$ cat src/rtl/riscv_pipe_pkg.sv
// Shared definitions for the RISC-V pipeline: ALU operation codes,
// forwarding-select encodings and the default datapath width.
package riscv_pipe_pkg;

    localparam int unsigned XLEN_DEFAULT = 32;

    typedef enum logic [2:0] {
        ALU_ADD = 3'b000,
        ALU_SUB = 3'b001,
        ALU_AND = 3'b010,
        ALU_OR  = 3'b011,
        ALU_SLT = 3'b101
    } alu_op_e;

    // 2'b11 is reserved and decodes the same as FWD_RF.
    typedef enum logic [1:0] {
        FWD_RF  = 2'b00,
        FWD_WB  = 2'b01,
        FWD_MEM = 2'b10
    } fwd_sel_e;

endpackage

$ cat src/rtl/alu_unit.sv
// Combinational ALU for the execute stage; result is mod 2^XLEN and
// Zero flags an all-zero result for the beq decision.
module alu_unit
    import riscv_pipe_pkg::*;
#(
    parameter int unsigned XLEN = XLEN_DEFAULT
) (
    input  logic [XLEN-1:0] SrcA,
    input  logic [XLEN-1:0] SrcB,
    input  logic [2:0]      ALUControl,
    output logic [XLEN-1:0] Result,
    output logic            Zero
);

    always_comb begin
        Result = '0;
        case (ALUControl)
            ALU_ADD: Result = SrcA + SrcB;
            ALU_SUB: Result = SrcA - SrcB;
            ALU_AND: Result = SrcA & SrcB;
            ALU_OR:  Result = SrcA | SrcB;
            ALU_SLT: Result = {{(XLEN-1){1'b0}}, ($signed(SrcA) < $signed(SrcB))};
            default: Result = '0;
        endcase
    end

    assign Zero = (Result == '0);

endmodule

$ cat src/rtl/execute_stage_module.sv
// EX stage: forwarding muxes, ALU, beq decision/target, and the EX/MEM
// pipeline register feeding the memory stage.
module execute_stage_module
    import riscv_pipe_pkg::*;
#(
    parameter int unsigned XLEN       = XLEN_DEFAULT,
    parameter int unsigned REG_ADDR_W = 5
) (
    input  logic                  clk,
    input  logic                  rst,
    input  logic                  RegWriteE,
    input  logic                  ResultSrcE,
    input  logic                  MemWriteE,
    input  logic                  BranchE,
    input  logic                  ALUSrcE,
    input  logic [2:0]            ALUControlE,
    input  logic [XLEN-1:0]       RD1_E,
    input  logic [XLEN-1:0]       RD2_E,
    input  logic [XLEN-1:0]       ImmExtE,
    input  logic [XLEN-1:0]       PCE,
    input  logic [XLEN-1:0]       PCPlus4E,
    input  logic [REG_ADDR_W-1:0] RdE,
    input  logic [XLEN-1:0]       ResultW,
    input  logic [1:0]            ForwardAE,
    input  logic [1:0]            ForwardBE,
    output logic                  PCSrcE,
    output logic [XLEN-1:0]       PCTargetE,
    output logic                  RegWriteM,
    output logic                  ResultSrcM,
    output logic                  MemWriteM,
    output logic [XLEN-1:0]       ALUResultM,
    output logic [XLEN-1:0]       WriteDataM,
    output logic [REG_ADDR_W-1:0] RdM,
    output logic [XLEN-1:0]       PCPlus4M
);

    logic [XLEN-1:0]       src_a, fwd_b, src_b, alu_result;
    logic                  alu_zero;

    logic                  reg_write_q, result_src_q, mem_write_q;
    logic [XLEN-1:0]       alu_result_q, write_data_q, pc_plus4_q;
    logic [REG_ADDR_W-1:0] rd_q;

    // MEM forwarding taps the registered result, i.e. the previous instruction.
    always_comb begin
        src_a = RD1_E;
        case (ForwardAE)
            FWD_WB:  src_a = ResultW;
            FWD_MEM: src_a = alu_result_q;
            default: src_a = RD1_E;
        endcase
    end

    always_comb begin
        fwd_b = RD2_E;
        case (ForwardBE)
            FWD_WB:  fwd_b = ResultW;
            FWD_MEM: fwd_b = alu_result_q;
            default: fwd_b = RD2_E;
        endcase
    end

    assign src_b = ALUSrcE ? ImmExtE : fwd_b;

    alu_unit #(.XLEN(XLEN)) u_alu (
        .SrcA       (src_a),
        .SrcB       (src_b),
        .ALUControl (ALUControlE),
        .Result     (alu_result),
        .Zero       (alu_zero)
    );

    assign PCSrcE    = BranchE & alu_zero;
    assign PCTargetE = PCE + ImmExtE;

    always_ff @(posedge clk) begin
        if (rst) begin
            reg_write_q  <= 1'b0;
            result_src_q <= 1'b0;
            mem_write_q  <= 1'b0;
            alu_result_q <= '0;
            write_data_q <= '0;
            rd_q         <= '0;
            pc_plus4_q   <= '0;
        end else begin
            reg_write_q  <= RegWriteE;
            result_src_q <= ResultSrcE;
            mem_write_q  <= MemWriteE;
            alu_result_q <= alu_result;
            write_data_q <= fwd_b;
            rd_q         <= RdE;
            pc_plus4_q   <= PCPlus4E;
        end
    end

    assign RegWriteM  = reg_write_q;
    assign ResultSrcM = result_src_q;
    assign MemWriteM  = mem_write_q;
    assign ALUResultM = alu_result_q;
    assign WriteDataM = write_data_q;
    assign RdM        = rd_q;
    assign PCPlus4M   = pc_plus4_q;

endmodule

$ cat config.mk
export PLATFORM = sky130hd
export DESIGN_NAME = execute_stage_module
export DESIGN_NICKNAME = d
export VERILOG_FILES = /design/src/rtl/riscv_pipe_pkg.sv /design/src/rtl/alu_unit.sv /design/src/rtl/execute_stage_module.sv
export SDC_FILE = /design/constraint.sdc
export NUM_CORES = 1
export LEC_CHECK = 0
export BUFFER_PORTS_ARGS = -buffer_cell sky130_fd_sc_hd__buf_2
export CAP_MARGIN = 10
export CORE_ASPECT_RATIO = 1.1
export CORE_UTILIZATION = 53
export CTS_BUF_LIST = sky130_fd_sc_hd__clkbuf_16
export DETAILED_ROUTE_END_ITERATION = 8
export GPL_TIMING_DRIVEN = 0
export PLACE_DENSITY = 0.82
export RECOVER_POWER = 100
export SETUP_SLACK_MARGIN = 0.4
export SKIP_LAST_GASP = 1
export SYNTH_ARGS = -nofsm -noshare
export SYNTH_HDL_FRONTEND = slang
export SYNTH_HIERARCHICAL = 1
export SYNTH_SLANG_ARGS = --single-unit
export TNS_END_PERCENT = 5
$ cat constraint.sdc
create_clock -name clk -period 13.96 [get_ports clk]
set_input_delay 4.188 -clock clk [delete_from_list [all_inputs] [get_ports clk]]
set_output_delay 4.188 -clock clk [all_outputs]
set_load 0.05 [all_outputs]
Yosys cells after proc, flatten, opt, wreduce, memory -nomap -nowiden
Cells that the tools add are included.
Widths: inputs -> output; s select.

storage, ports and cells
  bits in registers = 104
  input bits = 211
  output and inout bits = 137
  word-level logic and storage cells = 28

cells by class
  add/sub/neg operators = 3
  order comparisons = 1
  equality and inequality tests = 8
  multiplexer cells = 4
  bitwise logic cells = 3
  reduce and logical (&&, ||, !) cells = 2

operator list
  kind                number
  $pmux 32 s5         1
  $pmux 32 s2         2
  $add 32x32->32      2
  $and 32x32->32      1
  $logic_not 32->1    1
  $lt 32x32->1        1
  $mux 32             1
  $or 32x32->32       1
  $sub 32x32->32      1
  $eq 3x2->1 const B  2
  $eq 2x1->1 const B  2
  $eq 2x2->1 const B  2
  $eq 3x1->1 const B  1
  $eq 3x3->1 const B  1
  $logic_not 3->1     1
  $and 1x1->1         1

Longest topological paths before layout
Gate-level depths: netlist of run 1.

  depth in word-level cells = 7
  depth in mapped cells = 22
  depth with buffers taken out = 21

Cells and area by module
Netlist of run 1, hierarchy kept.

modules (own cells, without submodules)
  module                instances  cells each  area each (um2)  seq. area each (um2)
  execute_stage_module  1          745         5879.4           2082.0
  alu_unit              1          818         5365.1           0.0

Worst setup path before layout of run 1
Ideal clock, no wire load.

  path kind = input-to-output
  start = input port ForwardBE[0]
  end = output port PCSrcE
  arrival time = 8.717 ns
  data required time = 9.772 ns
  slack = 1.055 ns
  stages on the path = 20
  buffers on the path = 2
  cells stage by stage = inv_1 > ha_1 > clkbuf_1 > buf_1 > a21oi_1 > o21ai_0 > inv_1 > ha_1 > or2_1 > a211oi_2 > a221oi_1 > o21ai_2 > nand3_1 > o21ai_1 > mux2i_1 > a2111o_1 > or4b_1 > nor4_1 > and4bb_1 > and2_1

between the ends
  word-level cells in the longest chain between the ends = 7
  elaborated cells on any way between the ends = 12
  those cells by class = add/sub (2); order compare (1); eq/ne (2); mux (3); bitwise (3); reduce/logical (1)

ends and longest elaborated chain
  element                                           RTL line                        RTL
  start, declared                                   execute_stage_module.sv:25      input logic [1:0] ForwardBE,
  $eq 2x2->1 or $eq 2x1->1 (tied branches)          execute_stage_module.sv:56      case (ForwardBE)
  $pmux 32 s2 *                                     execute_stage_module.sv:56
  $mux 32 *                                         execute_stage_module.sv:63      assign src_b = ALUSrcE ? ImmExtE : fwd_b;
  net src_b[1]                                      execute_stage_module.sv:37      logic [XLEN-1:0] src_a, fwd_b, src_b, alu_result;
  $sub 32x32->32 or $add 32x32->32 (tied branches)  alu_unit.sv:19, alu_unit.sv:18
  $pmux 32 s5 *                                     alu_unit.sv:17                  case (ALUControl)
  net alu_result[31]                                execute_stage_module.sv:37
  $logic_not 32->1 *                                alu_unit.sv:27                  assign Zero = (Result == '0);
  net alu_zero                                      execute_stage_module.sv:38      logic alu_zero;
  $and 1x1->1 *                                     execute_stage_module.sv:73      assign PCSrcE = BranchE & alu_zero;
  end, declared                                     execute_stage_module.sv:26      output logic PCSrcE,

The timed path passes the listed nets; every way through them passes the cells marked *.

Worst setup path after layout of run 1
Ends and elaborated chain as after synthesis.

==> results of run 1 <==
[routing by layer]
layer  global-route usage, %  up-vias  wire length [µm]
li1                        -     6315                 -
met1                   48.78     6492             17690
met2                   75.50     1026             23430
met3                   12.23      294              5432
met4                   38.51        4              4678
met5                       0        -                27
[power groups by stage]
stage | Clock (mW) | Combinational (mW) | Sequential [mW]
floorplan | 0 | 0.492 | 0.412
global placement | 0 | 0.786 | 0.343
detailed placement | 0 | 0.792 | 0.342
CTS | 0.280 | 0.818 | 0.336
global route | 0.291 | 0.926 | 0.339
finish | 0.280 | 0.874 | 0.338
[cells by family after synthesis]
family / after synthesis / share of synthesized area, %
AOI/OAI and AO/OA: 533 / 31.48
and+or+nand+nor: 530 / 22.31
buffers and inverters: 195 / 6.821
adders and majority gates: 145 / 16.33
DFF: 104 / 18.52
xor gates and xnor gates: 51 / 3.972
muxes: 5 / 0.5675
[critical path, delay by kind of cell]
kind	cells	cell delay (ns)
fa+ha+maj	2	0.61
buf+inv	5	0.66
simple gates	6	1.39
compound gates	10	2.60
[flip-flops by register name, summed over array words and instances (netlist names)]
name / cells
WriteDataM: 32
RdM: 5
MemWriteM: 1
ResultSrcM: 1
ALUResultM: 32
RegWriteM: 1
PCPlus4M: 32
[worst paths after layout]
check                            startpoint  slack, ns  cells past startpoint                        end
setup / recovery               ForwardBE[0]       0.33                     23                     PCSrcE
hold / removal    ALUResultM[17]$_SDFF_PP0_       0.73                      4  WriteDataM[17]$_SDFF_PP0_
setup reg to reg   ALUResultM[0]$_SDFF_PP0_       9.56                     18  ALUResultM[30]$_SDFF_PP0_
hold reg to reg   ALUResultM[17]$_SDFF_PP0_       0.73                      4  WriteDataM[17]$_SDFF_PP0_
[per-stage QoR]
| step | hold slack (ns) | std cells | setup slack (ns) | total power [mW] | instance area [µm²] |
|---|---|---|---|---|---|
| after floorplan | 0.9799 | 1563 | 1.055 | 0.9038 | 11240 |
| after global placement | 0.6805 | 2193 | -0.6623 | 1.129 | 13330 |
| after detailed placement | 0.6785 | 2193 | -0.6407 | 1.134 | 13330 |
| after CTS | 0.7085 | 2212 | 0.4005 | 1.434 | 13890 |
| after global routing | 0.8153 | 2237 | 0.1611 | 1.555 | 14160 |
| final | 0.7294 | 2238 | 0.3319 | 1.492 | 14160 |
[repair_timing]
action / in CTS / in global routing
gates resized for setup: 86 / 125
endpoints found under the setup margin: 1 / 1
gates cloned: 0 / 0
pin swaps: 8 / 25
buffers inserted: 3 / 13
[layout make-up]
type | instances | area [µm²]
inverters | 103 | 386.6
clock buffers | 9 | 225.2
flip-flops and latches | 104 | 2082
plain buffers | 92 | 455.4
fillers | 1948 | 6555
repair buffers | 362 | 1687
clock inverters | 7 | 92.59
well taps | 285 | 356.6
multi-input cells | 1264 | 8843
diodes | 12 | 30.03
[placed cells by master (no fill, tap or decap), types with 7 or more instances in the layout]
master	instances
sky130_fd_sc_hd__buf_2	227
sky130_fd_sc_hd__nor2_1	173
sky130_fd_sc_hd__clkbuf_1	171
sky130_fd_sc_hd__nand2_1	144
sky130_fd_sc_hd__ha_1	136
sky130_fd_sc_hd__a21oi_1	131
sky130_fd_sc_hd__dfxtp_1	104
sky130_fd_sc_hd__inv_1	100
sky130_fd_sc_hd__nor2b_1	88
sky130_fd_sc_hd__o21ai_0	82
sky130_fd_sc_hd__a22oi_1	67
sky130_fd_sc_hd__xnor2_1	34
sky130_fd_sc_hd__o21ai_2	31
sky130_fd_sc_hd__nand3_1	29
sky130_fd_sc_hd__a21o_1	24
sky130_fd_sc_hd__o21ai_1	22
sky130_fd_sc_hd__o211ai_1	20
sky130_fd_sc_hd__clkbuf_2	18
sky130_fd_sc_hd__a211oi_1	17
sky130_fd_sc_hd__xor2_1	17
sky130_fd_sc_hd__buf_4	17
sky130_fd_sc_hd__nand4_1	15
sky130_fd_sc_hd__diode_2	12
sky130_fd_sc_hd__clkbuf_4	12
sky130_fd_sc_hd__nor3_1	10
sky130_fd_sc_hd__o22ai_1	10
sky130_fd_sc_hd__o31ai_1	9
sky130_fd_sc_hd__clkbuf_16	9
sky130_fd_sc_hd__a31oi_1	8
sky130_fd_sc_hd__nor4_1	8
sky130_fd_sc_hd__and3_1	8
sky130_fd_sc_hd__o21a_1	7
sky130_fd_sc_hd__a21oi_2	7
sky130_fd_sc_hd__o21bai_1	7
==> impl_metrics.toml, run 1 <==
[place]
final_weighted_congestion_in_routability_driven_placement = 1.027
io_buffer_count = 345
post-dp-hpwl_um = 41130

[floorplan]
height_of_the_die_um = 154.8
placementRows = 55
fp.dieArea_um2 = 21800
floorplan.initialDensity_pct = 54.29
die_x_um = 140.9
top_level_ports = 348
core_um2 = 20710

[sta]
max_freq_mhz = 73.38
grt_setup_unrepaired = "false"
setup_tns_ns = 0
layout_worst_path_cycle_share_pct = 97.62
clock_skew_ns = 0.01050
maxSlewHeadroom_pct = 30.84
setup_viol = 0
final-max-slew-violation-count = 0
finalHoldViolations = 0
fin_crit_ns = 13.63
max_slew.worst_pin.slew_ns = 1.034

[synthesis]
yosys.cell_count.top_type = "sky130_fd_sc_hd__nor2_1"
synth_sequential_area_ratio_pct = 18.52
synth_seq_cells = 104
ys_dominant_reg_cell = "sky130_fd_sc_hd__dfxtp_1"
netlist_instances = 1563
synth_area_um2 = 11240
synth_edf_count = 0
synth_largest_area_cell = "sky130_fd_sc_hd__dfxtp_1"
synth.avg_cell_area_um2 = 7.194
yosys.cell_types.count = 89
yosys_warnings = 6
async_flop_share_pct = 0
synth_top_cells_by_count = "176 x sky130_fd_sc_hd__nor2_1, 144 x sky130_fd_sc_hd__nand2_1, 142 x sky130_fd_sc_hd__ha_1"
netlist.area_leader.share_pct = 18.52
netlist_top_cells_area = "sky130_fd_sc_hd__dfxtp_1 19%, sky130_fd_sc_hd__ha_1 16%, sky130_fd_sc_hd__a21oi_1 6.0%"
postSynthNetCount = 1919

[critical_path]
worst_setup_path_end_kind = "output pin"
largest_stage_delay_worst_path_ns = 0.55
cp.required_ns = 9.77
crit_chain = "clkbuf_1 > inv_1 > ha_1 > buf_4 > a22oi_1 > nor2_2 > a21oi_1 > o21ai_2 > inv_1 > ha_2 > a21o_4 > a211oi_4 > a32oi_2 > a31oi_4 > or3_1 > o211ai_1 > o21a_1 > a2111o_1 > or4b_4 > nor4_4 > and4bb_2 > and2_1 > buf_6"
critical_path.slowest_cell = "sky130_fd_sc_hd__or4b_4"
cp-start-kind = "input pin"
arrival_ns = 9.44
cp_max_fo = 10
worstSetupPathType = "input pin to output pin"
crit_top_cell = "sky130_fd_sc_hd__inv_1"

[status]
status = "complete, no violations"

[drt]
drt_drc_violations_left = 0
drt-pass1-iter-count = 6
detail_route.iter0.violations = 1492
post_drt_wl_per_cell_um = 22.90
postRouteAntennaNets = 0
vias = 14130
drt-total-wl_um = 51260
vias_per_cell = 6.314

[cells_and_area]
area_growth_syn_to_layout_pct = 25.92
drive_gt1_share_pct = 20.97
final_core_utilization_pct = 68.35
final_net_count = 2292

[grt]
globalRouteOverflowTotal = 0
grt_first_pass_wirelength_um = 74840
track_usage_pct = 45.70
grt_pass1_vias = 13210
grt_antenna_before_repair = 14
largest_net_degree_at_the_start_of_global_routing = 21

[power]
power.internal_mw = 0.7394
switching_fraction_of_total_power_pct = 50.45
power_frac_clock_pct = 18.8
pwr_density_cell_nw_per_um2 = 105.4
ir_drop_mv = 0.06375
power_leakage_nw = 6.289
seq_power_share_pct = 22.7
share_comb_of_total_power_pct = 58.6
p_switching_mw = 0.7527

[job]
max_cap_viol_count = 0

[hold_path]
hold_path_class = "flip-flop to flip-flop"

[clock_tree]
cts_root_buffer = "sky130_fd_sc_hd__clkbuf_16"
clk_latency_ns = 0.37
ctsHtreeMaxLevel = 3
ctsLongestPathBuffers = 2
hold_buffers = 0
cts.sink_count = 104
path_clk_slew_ns = 0.09
cts_buffers = 9
tritoncts = "built"
Power figures use the tool's default switching activity.
==> run 2, diff against run 1 <==
- PLACE_DENSITY: 0.82 -> 0.83
- SYNTH_HIERARCHICAL: 1 -> unset
==> run 2 against run 1 <==
Total power shrank 7.2%. Global-route usage decreased by 2.2 points. Synthesized cell count decreased by 7.0%. Area after synthesis down 4.7%. Final area shrank 7.1%. Via count fell by 9.1%. Worst hold slack worse by 0.0076 ns. Critical endpoint unchanged. Largest cell class unchanged. Largest power group unchanged. Highest routed layer unchanged.
==> impl_metrics.toml, run 2 <==
[status]
status = "complete, no violations"

[drt]
wire_length_on_met1_um = 17770
drt-pass1-iter-count = 6
dr.max_layer_used = "met5"
wl_met3_um = 5700
drt-total-wl_um = 46780
drt_drc_violations_left = 0
postRouteAntennaNets = 0
vias_per_cell = 6.189
detailroute.wirelength.met2_um = 20480
detail_route.iter0.violations = 1283
post_drt_wl_per_cell_um = 22.53
vias = 12850

[grt]
globalRouteOverflowTotal = 0
grt_pass1_vias = 11850
grt_first_pass_wirelength_um = 66760
largest_net_degree_at_the_start_of_global_routing = 21
grt_antenna_before_repair = 4
track_usage_pct = 43.53

[sta]
whs_ns = 0.7218
clock_skew_ns = 0.01534
layout_worst_path_cycle_share_pct = 97.13
grt_setup_unrepaired = "false"
finalHoldViolations = 0
max_freq_mhz = 73.75
setup_viol = 0
fin_crit_ns = 13.56
max_slew.worst_pin.slew_ns = 0.9769
maxSlewHeadroom_pct = 34.87
final-max-slew-violation-count = 0

[place]
final_weighted_congestion_in_routability_driven_placement = 1.032
io_buffer_count = 343
post-dp-hpwl_um = 37120
placedInstanceArea_um2 = 12750

[power]
ir_drop_mv = 0.06626
pwr_density_cell_nw_per_um2 = 105.3
power_leakage_nw = 5.982

[cells_and_area]
mostFrequentLayoutCell = "sky130_fd_sc_hd__buf_2"
drive_gt1_share_pct = 17.48
layout_common_cells = "208 x sky130_fd_sc_hd__buf_2, 168 x sky130_fd_sc_hd__nor2_1, 168 x sky130_fd_sc_hd__clkbuf_1"
final_cell_area_um2 = 13150
area_growth_syn_to_layout_pct = 22.73
final_net_count = 2172
count_of_fill_cells_added_during_filler_insertion = 1863
multiInputGateArea_um2 = 7890
seq_area_um2 = 2082

[clock_tree]
clk_latency_ns = 0.37
cts_buffers = 9
ctsHtreeMaxLevel = 3
cts.sink_count = 104
hold_buffers = 0
path_clk_slew_ns = 0.09
cts_root_buffer = "sky130_fd_sc_hd__clkbuf_16"
ctsLongestPathBuffers = 2
tritoncts = "built"

[critical_path]
worstSetupPathType = "input pin to output pin"
critPathLaunch = "ForwardAE[0]"
worst_setup_path_end_kind = "output pin"
ff2ff_setup_slack_ns = 9.32
arrival_ns = 9.37
reg2reg_depth = 19
crit_end = "PCSrcE"
reg2reg_from = "ALUResultM[0]$_SDFF_PP0_"
cp_max_fo = 10
cp-start-kind = "input pin"
regToRegEndpoint = "ALUResultM[30]$_SDFF_PP0_"
cp.required_ns = 9.77

[synthesis]
synthMuxAreaShare_pct = 1.074
synth_top_cells_by_count = "169 x sky130_fd_sc_hd__nor2_1, 144 x sky130_fd_sc_hd__ha_1, 128 x sky130_fd_sc_hd__a21oi_1"
yosys.cell_count.top_type = "sky130_fd_sc_hd__nor2_1"
synth_seq_cells = 104
synth-xor-area-share_pct = 3.922
netlist.area_leader.share_pct = 19.43
post_synth_fa_ha_maj_area_fraction_pct = 17.37
netlist_instances = 1454
synth_compound_area_share_pct = 29.41
synth_largest_area_cell = "sky130_fd_sc_hd__dfxtp_1"
synth_sequential_area_ratio_pct = 19.43
yosys.cell_types.count = 83
synth_edf_count = 0
yosys_warnings = 0
synth_simple_gate_area_share_pct = 20.80
synth.avg_cell_area_um2 = 7.371
ys_dominant_reg_cell = "sky130_fd_sc_hd__dfxtp_1"
synth_area_um2 = 10720
postSynthNetCount = 1812
netlist_top_cells_area = "sky130_fd_sc_hd__dfxtp_1 19%, sky130_fd_sc_hd__ha_1 17%, sky130_fd_sc_hd__a21oi_1 6.0%"
async_flop_share_pct = 0
synth_top_family_by_area = "compound AO/OA/AOI/OAI gates"

[floorplan]
die_x_um = 137.6
placementRows = 54
floorplan.initialDensity_pct = 54.14
height_of_the_die_um = 151.1
fp.dieArea_um2 = 20800
top_level_ports = 348
core_um2 = 19800

[hold_path]
hold_path_class = "flip-flop to flip-flop"

[job]
max_cap_viol_count = 0
==> run 2: cells by family (layout without fill, tap and decap cells) <==
logic type	count (synthesis)	count (layout)
AOI/OAI and AO/OA	485	485
xor gates and xnor gates	48	48
adders and majority gates	147	147
buffers and inverters	190	555
DFF	104	104
muxes	9	9
other	0	5
and+or+nand+nor	471	471
==> run 2: how the worst min path moves through the flow <==
stage | startpoint | end | cells after the start
after floorplan | ALUResultM[0]$_SDFF_PP0_ | WriteDataM[0]$_SDFF_PP0_ | 4
after global placement | ALUResultM[30]$_SDFF_PP0_ | WriteDataM[30]$_SDFF_PP0_ | 4
after detailed placement | ALUResultM[27]$_SDFF_PP0_ | WriteDataM[27]$_SDFF_PP0_ | 4
after CTS | ALUResultM[27]$_SDFF_PP0_ | WriteDataM[27]$_SDFF_PP0_ | 4
after global routing | ALUResultM[11]$_SDFF_PP0_ | WriteDataM[11]$_SDFF_PP0_ | 4
final | ALUResultM[11]$_SDFF_PP0_ | WriteDataM[11]$_SDFF_PP0_ | 4
==> run 2: worst max-delay path, cell delays in order <==
cell and delay, ns:
sky130_fd_sc_hd__buf_2 0.09, sky130_fd_sc_hd__inv_1 0.04, sky130_fd_sc_hd__ha_1 0.29, sky130_fd_sc_hd__clkbuf_2 0.24
sky130_fd_sc_hd__clkbuf_4 0.30, sky130_fd_sc_hd__o21ai_2 0.25, sky130_fd_sc_hd__inv_1 0.10, sky130_fd_sc_hd__ha_1 0.19
sky130_fd_sc_hd__inv_1 0.08, sky130_fd_sc_hd__fa_1 0.21, sky130_fd_sc_hd__nand2b_1 0.11, sky130_fd_sc_hd__a211o_1 0.36
sky130_fd_sc_hd__a31oi_2 0.33, sky130_fd_sc_hd__o211ai_2 0.19, sky130_fd_sc_hd__a211oi_1 0.33, sky130_fd_sc_hd__a2111o_1 0.33
sky130_fd_sc_hd__a311oi_1 0.27, sky130_fd_sc_hd__and4b_1 0.33, sky130_fd_sc_hd__nand4b_1 0.23, sky130_fd_sc_hd__a2111oi_4 0.31
sky130_fd_sc_hd__nand4_1 0.17, sky130_fd_sc_hd__nor3_2 0.22, sky130_fd_sc_hd__buf_6 0.19
==> run 2: cell type report <==
type | instances | area share [%]
repair buffers | 349 | 12.11
multi-input cells | 1160 | 59.98
clock inverters | 7 | 0.7229
flip-flops and latches | 104 | 15.83
well taps | 252 | 2.397
inverters | 107 | 3.063
clock buffers | 9 | 1.712
plain buffers | 83 | 4.090
diodes | 5 | 0.09512
==> run 2: power breakdown <==
| group | internal (mW) | switching, mW |
|---|---|---|
| logic | 0.238 | 0.529 |
| clock network | 0.145 | 0.141 |
| registers | 0.318 | 0.0129 |
| total | 0.701 | 0.683 |
==> run 2: metrics by stage <==
step           util (%)  setup slack (ns)  cells  total power [mW]  setup TNS [ns]
2_1_floorplan         -            0.9097   1454            0.8628               0
3_3_place_gp      64.40           -0.4928   2049             1.067         -0.4928
4_1_cts           66.47            0.4053   2066             1.360               0
6_report          66.45            0.4009   2076             1.385               0
5_1_grt           66.42            0.2465   2074             1.443               0
3_5_place_dp      64.40           -0.5207   2049             1.072         -0.5207
==> run 2: routing by layer <==
layer / vias to the layer above / GRT usage, %
met5: - / 0
met3: 176 / 12.08
met1: 5939 / 52.41
met4: 2 / 26.54
li1: 5847 / -
met2: 885 / 68.32
==> run 2: repair_timing <==
item | CTS | global route
hold endpoints to repair | 0 | 0
resized for setup | 46 | 63
setup endpoints to repair | 1 | 1
gates cloned | 0 | 0
buffers inserted | 1 | 5
pin swaps | 1 | 9
==> run 3, diff against run 2 <==
- CORE_ASPECT_RATIO: 1.1 -> unset
==> run 3 against run 2 <==
Wire length fell by 0.29%. Final cell count rose by 0.24%. Sequential power barely moved. Non-clock buffer count fell by 4. Critical path depth fell by 1. Worst hold slack got worse by 0.0024 ns. Via count rose by 0.44%. Largest cell class unchanged.
==> impl_metrics.toml, run 3 (synthesis gave the netlist of run 2 again) <==
[status]
status = "complete, no violations"

[cells_and_area]
drive_gt1_share_pct = 17.08
mostFrequentLayoutCell = "sky130_fd_sc_hd__buf_2"
layout_common_cells = "215 x sky130_fd_sc_hd__buf_2, 172 x sky130_fd_sc_hd__clkbuf_1, 169 x sky130_fd_sc_hd__nor2_1"
final_net_count = 2168
area_growth_syn_to_layout_pct = 21.57

[hold_path]
source_of_the_worst_hold_timing_path = "ALUResultM[30]$_SDFF_PP0_"
hold-path-endpoint = "WriteDataM[30]$_SDFF_PP0_"
holdPathStages = 4
hold_path_class = "flip-flop to flip-flop"

[power]
p_switching_mw = 0.6796
ir_drop_mv = 0.05420
power.internal_mw = 0.6753
power_frac_clock_pct = 19.3
power_leakage_nw = 5.930
power_mw = 1.355
pwr_density_cell_nw_per_um2 = 104.0
seq_power_share_pct = 24.4
share_comb_of_total_power_pct = 56.2
switching_fraction_of_total_power_pct = 50.16

[place]
post-dp-hpwl_um = 37310
io_buffer_count = 343
final_weighted_congestion_in_routability_driven_placement = 1.064

[clock_tree]
cts.sink_count = 104
ctsLongestPathBuffers = 2
tritoncts = "built"
cts_buffers = 9
cts_root_buffer = "sky130_fd_sc_hd__clkbuf_16"
clk_latency_ns = 0.37
ctsHtreeMaxLevel = 3
hold_buffers = 0
path_clk_slew_ns = 0.08

[critical_path]
regToRegEndpoint = "ALUResultM[29]$_SDFF_PP0_"
cp-start-kind = "input pin"
cp_max_fo = 10
worstSetupPathType = "input pin to output pin"
ff2ff_setup_slack_ns = 9.39
reg2reg_depth = 15
arrival_ns = 9.53
cp.required_ns = 9.77
worst_setup_path_end_kind = "output pin"
reg2reg_from = "ALUResultM[4]$_SDFF_PP0_"

[sta]
fin_crit_ns = 13.72
setup_tns_ns = 0
clock_skew_ns = 0.01588
max_slew.worst_pin.slew_ns = 1.031
final-max-slew-violation-count = 0
maxSlewHeadroom_pct = 31.00
setup_viol = 0
max_freq_mhz = 72.90
layout_worst_path_cycle_share_pct = 98.27
finalHoldViolations = 0
grt_setup_unrepaired = "false"

[floorplan]
floorplan.initialDensity_pct = 54.53
fp.dieArea_um2 = 20800
top_level_ports = 348
die_x_um = 144.2
core_um2 = 19650
height_of_the_die_um = 144.2
placementRows = 51

[drt]
detail_route.iter0.violations = 1534
drt_drc_violations_left = 0
vias = 12910
postRouteAntennaNets = 0
drt-pass1-iter-count = 9
vias_per_cell = 6.202
post_drt_wl_per_cell_um = 22.41
drt-total-wl_um = 46650

[grt]
grt_antenna_before_repair = 1
largest_net_degree_at_the_start_of_global_routing = 19
globalRouteOverflowTotal = 0
grt_first_pass_wirelength_um = 65920
grt_pass1_vias = 11770
track_usage_pct = 43.06

[job]
max_cap_viol_count = 0
[run 3: cell count changes in the layout (fill, tap and decap cells not counted), sizes merged]
| cell | before | now |
|---|---|---|
| inv | 110 | 109 |
| diode | 5 | 1 |
| bufinv | 1 | 0 |
| clkinvlp | 0 | 1 |
| clkbuf | 215 | 211 |
| clkinv | 3 | 4 |
[run 3: timing repair]
action,4_1_cts,5_1_grt
pin swaps,1,2
setup endpoints to repair,1,1
setup buffers,1,1
gates resized for setup,38,47
[run 3: worst max-delay path by stage]
stage                      start  endpoint  depth (start not counted)
floorplan           ForwardBE[0]    PCSrcE                         21
global placement    ForwardBE[0]    PCSrcE                         23
detailed placement  ForwardBE[0]    PCSrcE                         23
global route        ForwardBE[0]    PCSrcE                         23
CTS                 ForwardBE[0]    PCSrcE                         23
finish              ForwardBE[1]    PCSrcE                         22
[run 3: worst max-delay path, stage by stage]
cell,delay [ns]
sky130_fd_sc_hd__clkbuf_1,0.11
sky130_fd_sc_hd__inv_1,0.06
sky130_fd_sc_hd__ha_1,0.25
sky130_fd_sc_hd__clkbuf_2,0.30
sky130_fd_sc_hd__a22oi_1,0.25
sky130_fd_sc_hd__nor2_1,0.06
sky130_fd_sc_hd__a21oi_1,0.22
sky130_fd_sc_hd__o21ai_1,0.18
sky130_fd_sc_hd__ha_2,0.46
sky130_fd_sc_hd__inv_1,0.11
sky130_fd_sc_hd__a2111oi_0,0.66
sky130_fd_sc_hd__a311oi_2,0.24
sky130_fd_sc_hd__o211ai_2,0.32
sky130_fd_sc_hd__a2111oi_2,0.12
sky130_fd_sc_hd__nor2_1,0.46
sky130_fd_sc_hd__o31a_1,0.26
sky130_fd_sc_hd__o31a_1,0.15
sky130_fd_sc_hd__o32ai_1,0.13
sky130_fd_sc_hd__nor4_1,0.38
sky130_fd_sc_hd__nand4_1,0.18
sky130_fd_sc_hd__nor3_2,0.19
sky130_fd_sc_hd__clkbuf_4,0.25
[run 3: final cells by class]
cell class,instances,area [µm²]
antenna,1,2.502
multi-input combinational,1160,7871
clock inverter,7,51.30
inverter,107,402.9
sequential,104,2082
clock buffer,9,225.2
fill,1785,6624
buffer,83,500.5
tap,265,331.6
timing repair buffer,345,1563
[run 3: metal layers]
metal	routed length [µm]	vias to the layer above	GRT usage [%]	part of all wire, %
met1	17460	5901	52.24	37
li1	-	5829	-	-
met4	2900	0	26.26	6.2
met5	0	-	0	0
met3	6226	182	12.68	13
met2	20060	994	66.95	43
[run 3: metrics by stage]
stage	util (%)	cells	setup slack [ns]	cell area [µm²]	hold WS, ns
floorplan	-	1454	0.9097	10720	0.9803
global placement	64.95	2062	-0.5831	12770	0.6610
detailed placement	64.95	2062	-0.5608	12770	0.6812
CTS	66.70	2079	0.4129	13110	0.6974
global route	66.30	2081	0.2059	13030	0.7811
finish	66.30	2081	0.2419	13030	0.7193
[run 3: power by group through the flow]
stage                     clock network [mW]  registers [mW]  logic, mW
after floorplan                            0           0.409      0.454
after global placement                     0           0.336      0.728
after detailed placement                   0           0.336      0.735
after CTS                              0.259           0.329      0.744
after global routing                   0.270           0.333      0.806
final                                  0.262           0.331      0.762
